`src/rtl/iob_spi_slave_fl.sv`:
```
// SPI mode-0 slave that looks like a small serial flash (READ, PROGRAM,
// JEDEC ID, STATUS) and bridges it onto a byte-wide valid/ready memory port.
module iob_spi_slave_fl #(
  parameter logic [23:0] ID_VALUE    = 24'hEF4018,
  parameter int          SYNC_STAGES = 2
) (
  input  logic        clk,
  input  logic        rst,
  input  logic        SCLK,
  input  logic        SS,
  input  logic        MOSI,
  output logic        MISO,
  output logic        mem_valid,
  output logic [23:0] mem_addr,
  output logic [7:0]  mem_wdata,
  output logic        mem_wstrb,
  input  logic [7:0]  mem_rdata,
  input  logic        mem_ready,
  input  logic [7:0]  status,
  output logic        underrun,
  output logic        frame_done
);

  typedef enum logic [2:0] {IDLE, CMD, ADDR, TX, RX, IGNORE} state_e;
  typedef enum logic [1:0] {OP_READ, OP_PROG, OP_ID, OP_STATUS} op_e;

  localparam logic [4:0] SETTLE = 5'(SYNC_STAGES + 1);

  logic [SYNC_STAGES-1:0] sclk_sync_q, ss_sync_q, mosi_sync_q;
  logic        sclk_prev_q, ss_prev_q, armed_q;
  logic [4:0]  settle_q;

  state_e      state_q;
  op_e         op_q;
  logic [7:0]  shift_q, tx_q, rbuf_q, wdata_q;
  logic [4:0]  bit_cnt_q;
  logic [2:0]  tx_cnt_q;
  logic [1:0]  id_idx_q;
  logic [23:0] addr_q;
  logic        valid_q, wstrb_q, rbuf_full_q, miso_q, underrun_q, frame_done_q;

  logic        sclk_s, ss_s, mosi_s;
  logic        sclk_rise, sclk_fall, ss_rise, ss_fall;
  logic [7:0]  rx_byte, tx_load;

  assign sclk_s = sclk_sync_q[SYNC_STAGES-1];
  assign ss_s   = ss_sync_q[SYNC_STAGES-1];
  assign mosi_s = mosi_sync_q[SYNC_STAGES-1];

  assign sclk_rise = sclk_s & ~sclk_prev_q & ~ss_s;
  assign sclk_fall = ~sclk_s & sclk_prev_q & ~ss_s;
  assign ss_rise   = ss_s & ~ss_prev_q;
  assign ss_fall   = armed_q & ss_prev_q & ~ss_s;
  assign rx_byte   = {shift_q[6:0], mosi_s};

  // A falling SS seen right after reset is an artefact of the synchronizer
  // flushing its idle value, so frames are accepted only once SS was truly high.
  always_ff @(posedge clk) begin
    if (rst) begin
      sclk_sync_q <= '0;
      ss_sync_q   <= '1;
      mosi_sync_q <= '0;
      sclk_prev_q <= 1'b0;
      ss_prev_q   <= 1'b1;
      settle_q    <= '0;
      armed_q     <= 1'b0;
    end else begin
      // NOTE: non-blocking assignments keep every stage reading the old value of its neighbour.
      sclk_sync_q <= {sclk_sync_q[SYNC_STAGES-2:0], SCLK};
      ss_sync_q   <= {ss_sync_q[SYNC_STAGES-2:0], SS};
      mosi_sync_q <= {mosi_sync_q[SYNC_STAGES-2:0], MOSI};
      sclk_prev_q <= sclk_s;
      ss_prev_q   <= ss_s;
      if (settle_q != SETTLE) settle_q <= settle_q + 5'd1;
      else if (ss_s)          armed_q  <= 1'b1;
    end
  end

  always_comb begin
    // NOTE: default first so no path through the case leaves tx_load unassigned (no latch).
    tx_load = 8'h00;
    case (op_q)
      OP_READ:   tx_load = rbuf_full_q ? rbuf_q : 8'hFF;
      OP_STATUS: tx_load = status;
      OP_ID: begin
        case (id_idx_q)
          2'd0:    tx_load = ID_VALUE[23:16];
          2'd1:    tx_load = ID_VALUE[15:8];
          2'd2:    tx_load = ID_VALUE[7:0];
          default: tx_load = 8'h00;
        endcase
      end
      default:   tx_load = 8'h00;
    endcase
  end

  always_ff @(posedge clk) begin
    if (rst) begin
      state_q      <= IDLE;
      op_q         <= OP_READ;
      shift_q      <= '0;
      bit_cnt_q    <= '0;
      tx_q         <= '0;
      tx_cnt_q     <= '0;
      id_idx_q     <= '0;
      addr_q       <= '0;
      wdata_q      <= '0;
      valid_q      <= 1'b0;
      wstrb_q      <= 1'b0;
      rbuf_q       <= '0;
      rbuf_full_q  <= 1'b0;
      miso_q       <= 1'b0;
      underrun_q   <= 1'b0;
      frame_done_q <= 1'b0;
    end else begin
      frame_done_q <= 1'b0;

      // Handshakes complete even after the frame has ended.
      if (valid_q && mem_ready) begin
        valid_q <= 1'b0;
        wstrb_q <= 1'b0;
        if (state_q == TX || state_q == RX) begin
          if (wstrb_q) begin
            addr_q[7:0] <= addr_q[7:0] + 8'd1;
          end else begin
            rbuf_q      <= mem_rdata;
            rbuf_full_q <= 1'b1;
            addr_q      <= addr_q + 24'd1;
          end
        end
      end

      if (ss_rise) begin
        state_q      <= IDLE;
        miso_q       <= 1'b0;
        frame_done_q <= 1'b1;
        bit_cnt_q    <= '0;
        shift_q      <= '0;
      end else if (ss_fall) begin
        state_q     <= CMD;
        bit_cnt_q   <= '0;
        shift_q     <= '0;
        tx_cnt_q    <= '0;
        underrun_q  <= 1'b0;
        rbuf_full_q <= 1'b0;
        miso_q      <= 1'b0;
      end else begin
        case (state_q)
          CMD: if (sclk_rise) begin
            shift_q   <= rx_byte;
            bit_cnt_q <= bit_cnt_q + 5'd1;
            if (bit_cnt_q == 5'd7) begin
              bit_cnt_q <= '0;
              tx_cnt_q  <= '0;
              id_idx_q  <= '0;
              case (rx_byte)
                8'h03:   begin state_q <= ADDR; op_q <= OP_READ;   end
                8'h02:   begin state_q <= ADDR; op_q <= OP_PROG;   end
                8'h9F:   begin state_q <= TX;   op_q <= OP_ID;     end
                8'h05:   begin state_q <= TX;   op_q <= OP_STATUS; end
                default: state_q <= IGNORE;
              endcase
            end
          end
          ADDR: if (sclk_rise) begin
            addr_q    <= {addr_q[22:0], mosi_s};
            bit_cnt_q <= bit_cnt_q + 5'd1;
            if (bit_cnt_q == 5'd23) begin
              bit_cnt_q <= '0;
              if (op_q == OP_READ) begin
                state_q <= TX;
                valid_q <= 1'b1;
                wstrb_q <= 1'b0;
              end else begin
                state_q <= RX;
              end
            end
          end
          TX: if (sclk_fall) begin
            if (tx_cnt_q == 3'd0) begin
              miso_q   <= tx_load[7];
              tx_q     <= {tx_load[6:0], 1'b0};
              tx_cnt_q <= 3'd7;
              if (op_q == OP_ID && id_idx_q != 2'd3) id_idx_q <= id_idx_q + 2'd1;
              if (op_q == OP_READ) begin
                if (rbuf_full_q) begin
                  rbuf_full_q <= 1'b0;
                  valid_q     <= 1'b1;
                  wstrb_q     <= 1'b0;
                end else begin
                  underrun_q  <= 1'b1;
                end
              end
            end else begin
              miso_q   <= tx_q[7];
              tx_q     <= {tx_q[6:0], 1'b0};
              tx_cnt_q <= tx_cnt_q - 3'd1;
            end
          end
          RX: if (sclk_rise) begin
            shift_q   <= rx_byte;
            bit_cnt_q <= bit_cnt_q + 5'd1;
            if (bit_cnt_q == 5'd7) begin
              bit_cnt_q <= '0;
              if (valid_q) begin
                underrun_q <= 1'b1;
              end else begin
                valid_q <= 1'b1;
                wstrb_q <= 1'b1;
                wdata_q <= rx_byte;
              end
            end
          end
          default: ;
        endcase
      end
    end
  end

  assign MISO       = miso_q;
  assign mem_valid  = valid_q;
  assign mem_addr   = addr_q;
  assign mem_wdata  = wdata_q;
  assign mem_wstrb  = wstrb_q;
  assign underrun   = underrun_q;
  assign frame_done = frame_done_q;

endmodule

```
`config.mk`:
```
export PLATFORM = sky130hd
export DESIGN_NAME = iob_spi_slave_fl
export DESIGN_NICKNAME = d
export VERILOG_FILES = /design/src/rtl/iob_spi_slave_fl.sv
export SDC_FILE = /design/constraint.sdc
export NUM_CORES = 1
export LEC_CHECK = 0
export CORE_ASPECT_RATIO = 1.1
export CORE_MARGIN = 3
export CORE_UTILIZATION = 40
export DETAILED_ROUTE_END_ITERATION = 10
export GPL_ROUTABILITY_DRIVEN = 0
export PLACE_DENSITY = 0.72
export SYNTH_ARGS = -nofsm -noshare
export SYNTH_HDL_FRONTEND = slang
export SYNTH_SLANG_ARGS = --single-unit
```
`constraint.sdc`:
```
create_clock -name clk -period 2.7 [get_ports clk]
set_input_delay 0.27 -clock clk [delete_from_list [all_inputs] [get_ports clk]]
set_output_delay 0.27 -clock clk [all_outputs]
set_load 0.02 [all_outputs]
```
# After elaboration in Yosys (flattened, before gate mapping)
# Cells that the tools add are included.
totals:
  wordCells: 199
  latchBits: 0
  in_bits: 22
  mem_bits_ro: 0
  ram_bits: 0
  memories: 0
  ff_bits: 90
classes:
  eq_ne: 35
  add_sub_neg: 6
  shift: 0
  n_reduce_logical: 31
  multipliers: 0
  bitwise: 16
  div: 0
  order_cmp: 0
  muxes: 87
op_table:
  columns: ["operator", "count"]
  rows:
  - ["24-bit two-way mux", 6]
  - ["8-bit case mux with 3 select lines", 2]
  - ["1-bit two-way mux", 47]
  - ["3-bit two-way mux", 10]
  - ["24-bit by 1-bit adder with 24-bit output (second input constant)", 1]
  - ["8-bit two-way mux", 3]
  - ["3-bit != test (second input constant)", 8]
  - ["5-bit two-way mux", 4]
  - ["3-bit case mux with 2 select lines", 3]
  - ["8-bit by 2-bit equality test with 1-bit output (second input constant)", 2]
  - ["16-bit two-way mux", 1]
  - ["5-bit AND reduction", 3]
  - ["2-bit != test (second input constant)", 6]
  - ["6-bit AND reduction", 2]
  - ["5-bit by 1-bit adder with 5-bit output (second input constant)", 2]
  - ["2-bit two-way mux", 5]
  - ["5-bit case mux with 2 select lines", 1]
  - ["3-bit by 2-bit != test with 1-bit output (second input constant)", 3]
  - ["1-bit NOT", 9]
  - ["9-bit AND reduction", 1]
  - ["3-bit nonzero test", 3]
  - ["8-bit by 1-bit adder with 8-bit output (second input constant)", 1]
  - ["8-bit by 3-bit equality test with 1-bit output (second input constant)", 1]
  - ["8-bit equality test (second input constant)", 1]
  - ["28 further kinds", 50]

# Depth between registers and ports, before layout
# Gate-level depths: netlist of the first run.
depth:
  word_depth: 11
  ltp_mapped: 8

# Worst setup path after synthesis of the first run
# No wires, ideal clock.
synth_path:
  path_type: "flip-flop to flip-flop"
  startpoint: "register state_q[2]"
  endpoint: "register addr_q[16] (netlist: mem_addr[16])"
  setup_time_ns: 0.074
  setup_slack_ns: 0.537
  n_path_buf: 2
  stages_incl_launch_ff: 8
  arrival_time_ns: 2.089
  t_required_ns: 2.626
  period_less_slack_ns: 2.163
  cell_sequence: "dfxtp_1 -> buf_4 -> or3b_1 -> buf_2 -> a2111o_1 -> nor4_1 -> mux2_2 -> a31oi_1"
synth_via:
  elab_chain_len: 8
synth_rtl:
  columns: ["item", "line", "text"]
  rows:
  - ["from (decl)", "33", "state_e state_q;"]
  - ["from (signal assigned)", "99", "state_q <= IDLE;"]
  - ["from (signal assigned)", "134", "state_q <= IDLE;"]
  - ["from (signal assigned)", "140", "state_q <= CMD;"]
  - ["3-bit by 2-bit equality test with 1-bit output or 3-bit equality test (tied branches)", "122", "if (state_q == TX || state_q == RX) begin"]
  - ["1-bit logical OR", "122", null]
  - ["24-bit two-way mux", "122", null]
  - ["24-bit two-way mux", "119", "if (valid_q && mem_ready) begin"]
  - ["24-bit two-way mux", "165", "ADDR: if (sclk_rise) begin"]
  - ["24-bit two-way mux", "148", "case (state_q)"]
  - ["24-bit two-way mux", "139", "end else if (ss_fall) begin"]
  - ["24-bit two-way mux (*)", "133", "if (ss_rise) begin"]
  - ["to (signal assigned)", "128", "addr_q <= addr_q + 24'd1;"]
  - ["to (signal assigned)", "166", "addr_q <= {addr_q[22:0], mosi_s};"]
  - ["to (decl)", "39", "logic [23:0] addr_q;"]
# Every way passes the cells marked *; elsewhere a longest branch is shown, timed or not.
# A chain may end at the register's enable or synchronous reset.

# Worst setup path after layout of the first run
layout_path:
  startpoint: "register state_q[2]"
  endpoint: "register addr_q[23] (netlist: mem_addr[23])"
# The elaborated chain is that of the path after synthesis.

==> results.sh, run 1 <==
export IMPL_status="finished clean"
export IMPL_gr_usage_all_layers_pct=17.60
export IMPL_start_kind="flip-flop"
export IMPL_r2r_start="state_q[2]"
export IMPL_crit_chain="or3b_1 > a2111o_1 > or4b_1 > a31oi_1"
export IMPL_cts_buffers=9
export IMPL_met1_usage_pct=21.99
export IMPL_synth_top_family_by_area="simple AND/OR/NAND/NOR gates"
export IMPL_clkSlewWorstSetupHoldPaths_ns=0.07
export IMPL_timing_worst_setup_path_type="flip-flop to flip-flop"
export IMPL_htree_levels=3
export IMPL_crit_start="state_q[2]"
export IMPL_pwr_share_comb_pct=3.8
export IMPL_swShare_pct=19.96
export IMPL_die_x_um=106.7
export IMPL_totalWireLength_um=10740
export IMPL_grt_pass1_vias=3827
export IMPL_cpLargestDelayFamily="simple AND/OR/NAND/NOR gates"
export IMPL_ys_seq_elements=89
export IMPL_fillers=990
export IMPL_synth_xor_area_share_pct=2.354
export IMPL_seq_area_frac_synth_pct=39.90
export IMPL_seq_area_um2=1782
export IMPL_cts_tree="done"
export IMPL_nets=617
export IMPL_mappedNetlistArea_um2=4466
export IMPL_detail_route_wl_per_cell_um=14.65
export IMPL_holdBufCountCts=0
export IMPL_p_clk_share_pct=51.0
export IMPL_max_freq_mhz=410.2
export IMPL_num_antenna_cells=0
export IMPL_vias=4045
export IMPL_antenna_left=0
export IMPL_grt_max_degree=37
export IMPL_post_route_util_pct=52.31
export IMPL_core_um2=10640
export IMPL_slew_viol_final=0
export IMPL_top_usage_layer="met2"
export IMPL_synth_simple_gate_area_share_pct=26.00
export IMPL_grt_pass1_wl_um=17880
export IMPL_synthDominantCellAreaShare_pct=39.90
export IMPL_die_y_um=116.8
export IMPL_max_stage_delay_ns=0.64
export IMPL_endpoint_kind="flip-flop"
export IMPL_rsz0062_at_grt="no"
export IMPL_finalCriticalPeriod_ns=2.438
export IMPL_power_switching_uw=596.1
export IMPL_timing_hold_ws_ns=0.3399
export IMPL_drive_gt1_share_pct=7.288
export IMPL_synth_mux_area_share_pct=6.080
export IMPL_synth_adder_area_share_pct=2.802
export IMPL_synth_flop_cell="dfxtp_1"
export IMPL_skew_ns=0.005826
export IMPL_cts_root_buf="clkbuf_16"
export IMPL_io_pins=59
export IMPL_avgSynthCellArea_um2=8.378
export IMPL_ir_worst_vdd_mv=0.2872
export IMPL_crit_arrival_ns=2.71
export IMPL_seq_power_share_pct=45.2
export IMPL_path_max_fanout=13
export IMPL_finalSetupViolCount=0
export IMPL_hold_viol=0
export IMPL_grt_util_met2_pct=30.65
export IMPL_dieArea_um2=12470
export IMPL_syn_inst=533
export IMPL_crit_buf_inv=0
export IMPL_port_buffers=58
export IMPL_num_rows=39
export IMPL_cpMaxStageDelayCell="a2111o_1"
export IMPL_area_delta_synth_final_pct=24.60
export IMPL_yosysMostFrequentCell="dfxtp_1"
export IMPL_hold_start="rst"
export IMPL_hold_path_class="input port to flip-flop"
export IMPL_grt_antenna_before_repair=0
export IMPL_initial_core_util_pct=41.98
export IMPL_synth_compound_area_share_pct=18.46
export IMPL_slew_headroom_pct=37.71
export IMPL_synth_edff_count=0
export IMPL_drv_cap=0
export IMPL_multi_input_area_um2=2487
export IMPL_post_cts_buffers=0
export IMPL_clock_latency_ns=0.34
export IMPL_tightest_slew_ns=0.9214
export IMPL_cts_max_path_buffers=2
export IMPL_yosys_warnings=0
export IMPL_post_cts_resize_count=0
export IMPL_power_density_nw_per_um2=536.7
export IMPL_cts_num_sinks=89
export IMPL_grt_overflow=0
export IMPL_period_share_pct=90.29
export IMPL_drt_iter0_markers=304
export IMPL_dp_hpwl_um=7434
export IMPL_synth_top_cells_by_area="dfxtp_1, mux2i_1, nor2_1, a21oi_1, nand2_1"
export IMPL_cp_required_ns=2.97
export IMPL_met3_usage_pct=2.907
export IMPL_synth_top_area_cell="dfxtp_1"
export IMPL_setup_tns_ns=0
export IMPL_drc=0
export IMPL_leakagePower_nw=1.864
export IMPL_synthTopCellsByCount="dfxtp_1, nor2_1, nand2_1"
export IMPL_syn_nets=565
export IMPL_synth_async_reset_ratio_pct=0
export IMPL_synthDistinctLibCells=58
export IMPL_dr_pass1_iters=5
export IMPL_vias_per_cell=5.518
export IMPL_p_int_mw=2.390
[per-stage QoR]
stage	area (um^2)	total power, mW	instances	setup WS (ns)
detailed placement	5196	1.492	717	0.2909
floorplan	4466	1.438	533	0.5366
finish	5564	2.986	733	0.2621
global route	5564	3.078	733	0.1398
global placement	5196	1.488	717	0.3610
CTS	5564	3.007	733	0.2689
[metal layers]
metal	vias to the layer above	wire length, um
met1	1905	4757
met3	13	453
li1	2036	-
met5	-	0
met2	91	5374
met4	0	150
[kinds of logic after synthesis]
logic type,count (synthesis)
compound gates,123
buf+inv,50
mux,27
simple gates,222
xor+xnor,12
fa+ha+maj,10
flops,89
[cells in the final DEF, fill, tap and decap left out, drive strengths merged, types with 4 or more instances in the layout]
cell type	count
a21oi	44
o311ai	5
nand3b	7
a211oi	10
buf	14
nor2	63
nand3	21
a31oi	5
mux2i	26
nor4	10
or4	5
inv	20
ha	10
a221oi	4
xor2	7
clkbuf	9
o21ai	18
or3	9
or2	5
o31ai	6
nor3	9
nor2b	9
nand2	48
nor3b	5
bufinv	4
o211ai	6
nand2b	7
dfxtp	89
a211o	6
xnor2	5
clkdlybuf4s50	57
nand4	7
[final cells by class]
type,count,share of cell area [%]
clock buffers,9,4.048
multi-input cells,394,44.70
clock inverters,7,2.564
flip-flops and latches,89,32.02
well taps,143,3.216
repair buffers,71,12.10
inverters,20,1.349
[final timing paths]
check,slack [ns],cells past startpoint,end
min,0.34,2,rbuf_q[6]
min reg2reg,0.42,1,ss_sync_q[1]
max reg2reg,0.26,4,mem_addr[23]
max,0.26,4,mem_addr[23]
[registers in the layout (all words and copies together), names as in the netlist]
signal       cells
MISO             1
armed_q          1
bit_cnt_q        5
frame_done       1
id_idx_q         2
mem_addr        24
mem_valid        1
mem_wdata        8
mem_wstrb        1
mosi_sync_q      2
op_q             2
rbuf_full_q      1
rbuf_q           8
sclk_prev_q      1
sclk_sync_q      2
settle_q         5
shift_q          7
ss_prev_q        1
ss_sync_q        2
state_q          3
tx_cnt_q         3
tx_q             7
underrun         1
[power by group through the flow]
stage               registers [mW]  logic, mW  clock network, mW
floorplan                     1.38     0.0608                  0
global placement              1.38      0.111                  0
detailed placement            1.38      0.114                  0
CTS                           1.35      0.114               1.54
global route                  1.35      0.125               1.60
finish                        1.35      0.113               1.52
Note: power is estimated with default switching activity, not from simulation.
==> run 2, diff against run 1 <==
Settings changed: CORE_ASPECT_RATIO 1.1 to 0.7.
==> run 2 against run 1 <==
Effect of this change:
- clock-buffer cell count increased by 2
- critical path type unchanged
- highest routed layer unchanged
- total power decreased by 9.6%
- clock power decreased by 18%
- largest power group is now sequential cells
- non-clock buffer count unchanged
- register-to-register slack got worse by 0.03 ns
==> results.sh, run 2 (synthesized netlist as in run 1, its figures left out) <==
export IMPL_status="finished clean"
export IMPL_m1WireLength_um=5145
export IMPL_vias=4037
export IMPL_antenna_left=0
export IMPL_grt_antenna_before_repair=0
export IMPL_final_cell_mix="dfxtp_1, nor2_1, clkdlybuf4s50_1"
export IMPL_power_density_nw_per_um2=491.4
export IMPL_tightest_slew_ns=0.8480
export IMPL_dieArea_um2=12490
export IMPL_wl_met2_um=5347
export IMPL_hold_viol=0
export IMPL_cts_tree="done"
export IMPL_reg2reg_slack_ns=0.24
export IMPL_vias_per_cell=5.478
export IMPL_leakagePower_nw=1.826
export IMPL_cp_required_ns=2.97
export IMPL_cts_buffers=9
export IMPL_holdBufCountCts=0
export IMPL_crit_arrival_ns=2.73
export IMPL_grt_max_degree=55
export IMPL_post_cts_buffers=0
export IMPL_route_met3_wl_um=356
export IMPL_crit_start="state_q[2]"
export IMPL_num_antenna_cells=0
export IMPL_gr_usage_all_layers_pct=18.10
export IMPL_finalSetupViolCount=0
export IMPL_post_cts_resize_count=0
export IMPL_cts_root_buf="clkbuf_16"
export IMPL_core_um2=10630
export IMPL_slew_headroom_pct=42.67
export IMPL_r2r_cells=4
export IMPL_hold_start="rst"
export IMPL_ir_worst_vdd_mv=0.3141
export IMPL_grt_pass1_wl_um=18730
export IMPL_drt_iter0_markers=228
export IMPL_largest_reg_flops=24
export IMPL_cts_num_sinks=89
export IMPL_grt_pass1_vias=3953
export IMPL_drv_cap=0
export IMPL_setup_tns_ns=0
export IMPL_area_delta_synth_final_pct=23.09
export IMPL_crit_end="mem_addr[23]"
export IMPL_detail_route_wl_per_cell_um=14.95
export IMPL_initial_core_util_pct=42.02
export IMPL_endpoint_kind="flip-flop"
export IMPL_die_y_um=94.40
export IMPL_timing_worst_setup_path_type="flip-flop to flip-flop"
export IMPL_slew_viol_final=0
export IMPL_clock_latency_ns=0.34
export IMPL_cts_max_path_buffers=2
export IMPL_drive_gt1_share_pct=6.961
export IMPL_top_layer="met4"
export IMPL_num_rows=31
export IMPL_nets=617
export IMPL_drc=0
export IMPL_dr_pass1_iters=4
export IMPL_port_buffers=58
export IMPL_start_kind="flip-flop"
export IMPL_path_max_fanout=13
export IMPL_max_freq_mhz=405.8
export IMPL_dp_hpwl_um=7758
export IMPL_final_common_cell="dfxtp_1"
export IMPL_clkSlewWorstSetupHoldPaths_ns=0.06
export IMPL_r2r_start="state_q[2]"
export IMPL_timing_rr_end="mem_addr[23]"
export IMPL_fillers=1017
export IMPL_rsz0062_at_grt="no"
export IMPL_io_pins=59
export IMPL_skew_ns=0.007878
export IMPL_grt_overflow=0
export IMPL_post_route_util_pct=51.72
export IMPL_timing_hold_ws_ns=0.3485
export IMPL_period_share_pct=91.27
export IMPL_finalCriticalPeriod_ns=2.464
export IMPL_htree_levels=3
export IMPL_hold_path_class="input port to flip-flop"
export IMPL_die_x_um=132.3
export IMPL_totalWireLength_um=11020
-- run 2: cell types whose count changed in the layout (fill, tap and decap cells not counted), sizes merged --
cell and change:
bufinv -3, clkbuf +2, clkinv -2, clkinvlp +1, inv +1
-- run 2: where the power goes --
group | switching [mW] | total, mW | internal [mW] | leakage (nW)
registers | 0.0173 | 1.35 | 1.33 | 0.719
logic | 0.0536 | 0.112 | 0.0581 | 0.965
clock network | 0.501 | 1.24 | 0.739 | 0.142
-- run 2: cell type report --
| cell class | instances | area [um^2] | share of cell area (%) |
|---|---|---|---|
| clock inverter | 4 | 51.30 | 0.9333 |
| sequential | 89 | 1782 | 32.42 |
| inverter | 20 | 75.07 | 1.366 |
| tap | 148 | 185.2 | 3.369 |
| multi-input combinational | 394 | 2487 | 45.25 |
| clock buffer | 11 | 242.7 | 4.416 |
| timing repair buffer | 71 | 673.1 | 12.25 |
-- run 2: how the worst min path moves through the flow --
stage	to	depth (start not counted)
3_3_place_gp	ss_sync_q[1]	1
5_1_grt	id_idx_q[0]	2
6_report	mem_addr[21]	2
3_5_place_dp	ss_sync_q[1]	1
2_1_floorplan	ss_sync_q[0]	1
4_1_cts	mem_addr[10]	2
-- run 2: layer usage --
| metal | vias to the layer above | GRT usage [%] |
|---|---|---|
| met5 | - | 0 |
| met4 | 0 | 5.882 |
| met3 | 16 | 3.834 |
| met1 | 1928 | 23.51 |
| met2 | 72 | 30.46 |
| li1 | 2021 | - |
-- run 2: critical path: stages, from the launching register on --
cell and delay [ns]:
dfxtp_1 0.48, or3b_1 0.55, a2111o_1 0.65, or4b_1 0.55, a31oi_1 0.16
-- run 2: through the flow --
stage | cell area, um^2 | setup WS (ns) | power (mW) | std cells
floorplan | 4466 | 0.5366 | 1.438 | 533
global placement | 5202 | 0.3410 | 1.488 | 722
detailed placement | 5202 | 0.2680 | 1.492 | 722
CTS | 5497 | 0.2559 | 2.738 | 737
global route | 5497 | 0.06392 | 2.808 | 737
finish | 5497 | 0.2357 | 2.701 | 737
==> run 3, diff against run 2 <==
Settings changed: CORE_UTILIZATION 40 to 55, MAX_ROUTING_LAYER set to met4, PLACE_DENSITY 0.72 to 0.91.
==> run 3 against run 2 <==
Effect of this change:
- sequential cell count is the same
- critical path depth unchanged
- maximum frequency is 0.66% lower
- cell count decreased by 6.5%
- wire length up 6.1%
- die area shrank 26%
- utilization rose by 20 points
- sequential share of layout area increased by 0.37 points
- non-clock buffer count increased by 1
- critical path type unchanged
==> results.sh, run 3 (synthesized netlist as in run 1, its figures left out) <==
export IMPL_vias_per_cell=6.269
export IMPL_fin_area_um2=5434
export IMPL_cts_root_buf="clkbuf_16"
export IMPL_gr_usage_all_layers_pct=26.77
export IMPL_reg2reg_slack_ns=0.22
export IMPL_path_max_fanout=13
export IMPL_place_area_um2=5147
export IMPL_cts_num_sinks=89
export IMPL_slew_viol_final=0
export IMPL_port_buffers=58
export IMPL_dr_pass1_iters=5
export IMPL_skew_ns=0.007241
export IMPL_die_y_um=81.39
export IMPL_endpoint_kind="flip-flop"
export IMPL_totalWireLength_um=11690
export IMPL_crit_end="mem_addr[23]"
export IMPL_detail_route_wl_per_cell_um=16.97
export IMPL_setup_tns_ns=0
export IMPL_cts_max_path_buffers=2
export IMPL_status="finished clean"
export IMPL_antenna_left=0
export IMPL_num_rows=26
export IMPL_cts_buffers=9
export IMPL_drv_cap=0
export IMPL_grt_pass1_vias=4000
export IMPL_finalCriticalPeriod_ns=2.481
export IMPL_cpMaxStageDelayCell="a2111o_1"
export IMPL_max_freq_mhz=403.1
export IMPL_largest_reg_flops=24
export IMPL_final_cell_mix="dfxtp_1, nor2_1, clkdlybuf4s50_1"
export IMPL_holdPathStages=1
export IMPL_instances_no_fill=689
export IMPL_seq_power_share_pct=50.5
export IMPL_period_share_pct=91.88
export IMPL_crit_start="state_q[2]"
export IMPL_die_x_um=113.7
export IMPL_clkSlewWorstSetupHoldPaths_ns=0.07
export IMPL_drt_iter0_markers=424
export IMPL_grt_pass1_wl_um=19300
export IMPL_hold_viol=0
export IMPL_timing_hold_ws_ns=0.4126
export IMPL_rsz0062_at_grt="no"
export IMPL_p_int_mw=2.050
export IMPL_post_place_cells=673
export IMPL_grt_overflow=0
export IMPL_start_kind="flip-flop"
export IMPL_timing_worst_setup_path_type="flip-flop to flip-flop"
export IMPL_power_density_nw_per_um2=491.5
export IMPL_r2r_cells=4
export IMPL_post_route_util_pct=71.69
export IMPL_finalSetupViolCount=0
export IMPL_setup_ws_ns=0.2194
export IMPL_timing_rr_end="mem_addr[23]"
export IMPL_core_um2=7580
export IMPL_grt_max_degree=39
export IMPL_max_stage_delay_ns=0.65
export IMPL_final_common_cell="dfxtp_1"
export IMPL_dieArea_um2=9254
export IMPL_crit_arrival_ns=2.75
export IMPL_p_clk_share_pct=45.1
export IMPL_ir_worst_vdd_mv=0.5478
export IMPL_fillers=568
export IMPL_tightest_slew_ns=0.8685
export IMPL_htree_levels=3
export IMPL_clock_latency_ns=0.35
export IMPL_post_cts_buffers=0
export IMPL_power_switching_uw=621.0
export IMPL_num_antenna_cells=0
export IMPL_slew_headroom_pct=41.28
export IMPL_cp_required_ns=2.97
export IMPL_io_pins=59
export IMPL_grt_antenna_before_repair=0
export IMPL_initial_core_util_pct=58.91
export IMPL_cts_tree="done"
export IMPL_area_delta_synth_final_pct=21.69
export IMPL_crit_chain="or3b_1 > a2111o_1 > or4b_1 > a31oi_1"
export IMPL_nets=618
export IMPL_swShare_pct=23.26
export IMPL_holdBufCountCts=0
export IMPL_post_cts_resize_count=0
export IMPL_drc=0
export IMPL_vias=4319
export IMPL_pwr_share_comb_pct=4.3
export IMPL_drive_gt1_share_pct=7.445
export IMPL_dp_hpwl_um=7973
export IMPL_dp_slack_ns=0.2535
export IMPL_r2r_start="state_q[2]"
export IMPL_power_mw=2.671
export IMPL_leakagePower_nw=1.830
export IMPL_hold_path_class="flip-flop to flip-flop"
[run 3: critical path: cells and delay by family, from the launching register on]
kind            cells  cell delay (ns)
simple gates        2             1.09
compound gates      2             0.83
flops               1             0.48
[run 3: per-layer routing]
| metal | routed length, um | GRT usage [%] | vias to the layer above |
|---|---|---|---|
| met1 | 4939 | 33.14 | 2058 |
| li1 | - | - | 2028 |
| met2 | 5642 | 43.60 | 194 |
| met5 | 0 | - | - |
| met3 | 842 | 6.255 | 39 |
| met4 | 267 | 8.764 | 0 |
[run 3: area by class of cell]
cell class,instances,area [um^2],area share (%)
inverters,20,75.07,1.382
flip-flops and latches,89,1782,32.79
clock inverters,6,47.55,0.8750
well taps,98,122.6,2.257
multi-input cells,394,2487,45.77
clock buffers,10,239.0,4.398
repair buffers,72,680.7,12.53
[run 3: power groups by stage]
| stage | logic [mW] | registers (mW) | clock network (mW) |
|---|---|---|---|
| floorplan | 0.0608 | 1.38 | 0 |
| global placement | 0.111 | 1.38 | 0 |
| detailed placement | 0.114 | 1.38 | 0 |
| CTS | 0.115 | 1.35 | 1.21 |
| global route | 0.128 | 1.35 | 1.28 |
| finish | 0.116 | 1.35 | 1.21 |
[run 3: worst min-delay path by stage]
stage / endpoint / from / slack [ns]
global placement: ss_sync_q[1] / ss_sync_q[0] / 0.40
finish: ss_sync_q[1] / ss_sync_q[0] / 0.41
floorplan: ss_sync_q[0] / SS / 0.37
detailed placement: ss_sync_q[1] / ss_sync_q[0] / 0.40
global route: ss_sync_q[1] / ss_sync_q[0] / 0.43
CTS: ss_sync_q[1] / ss_sync_q[0] / 0.41
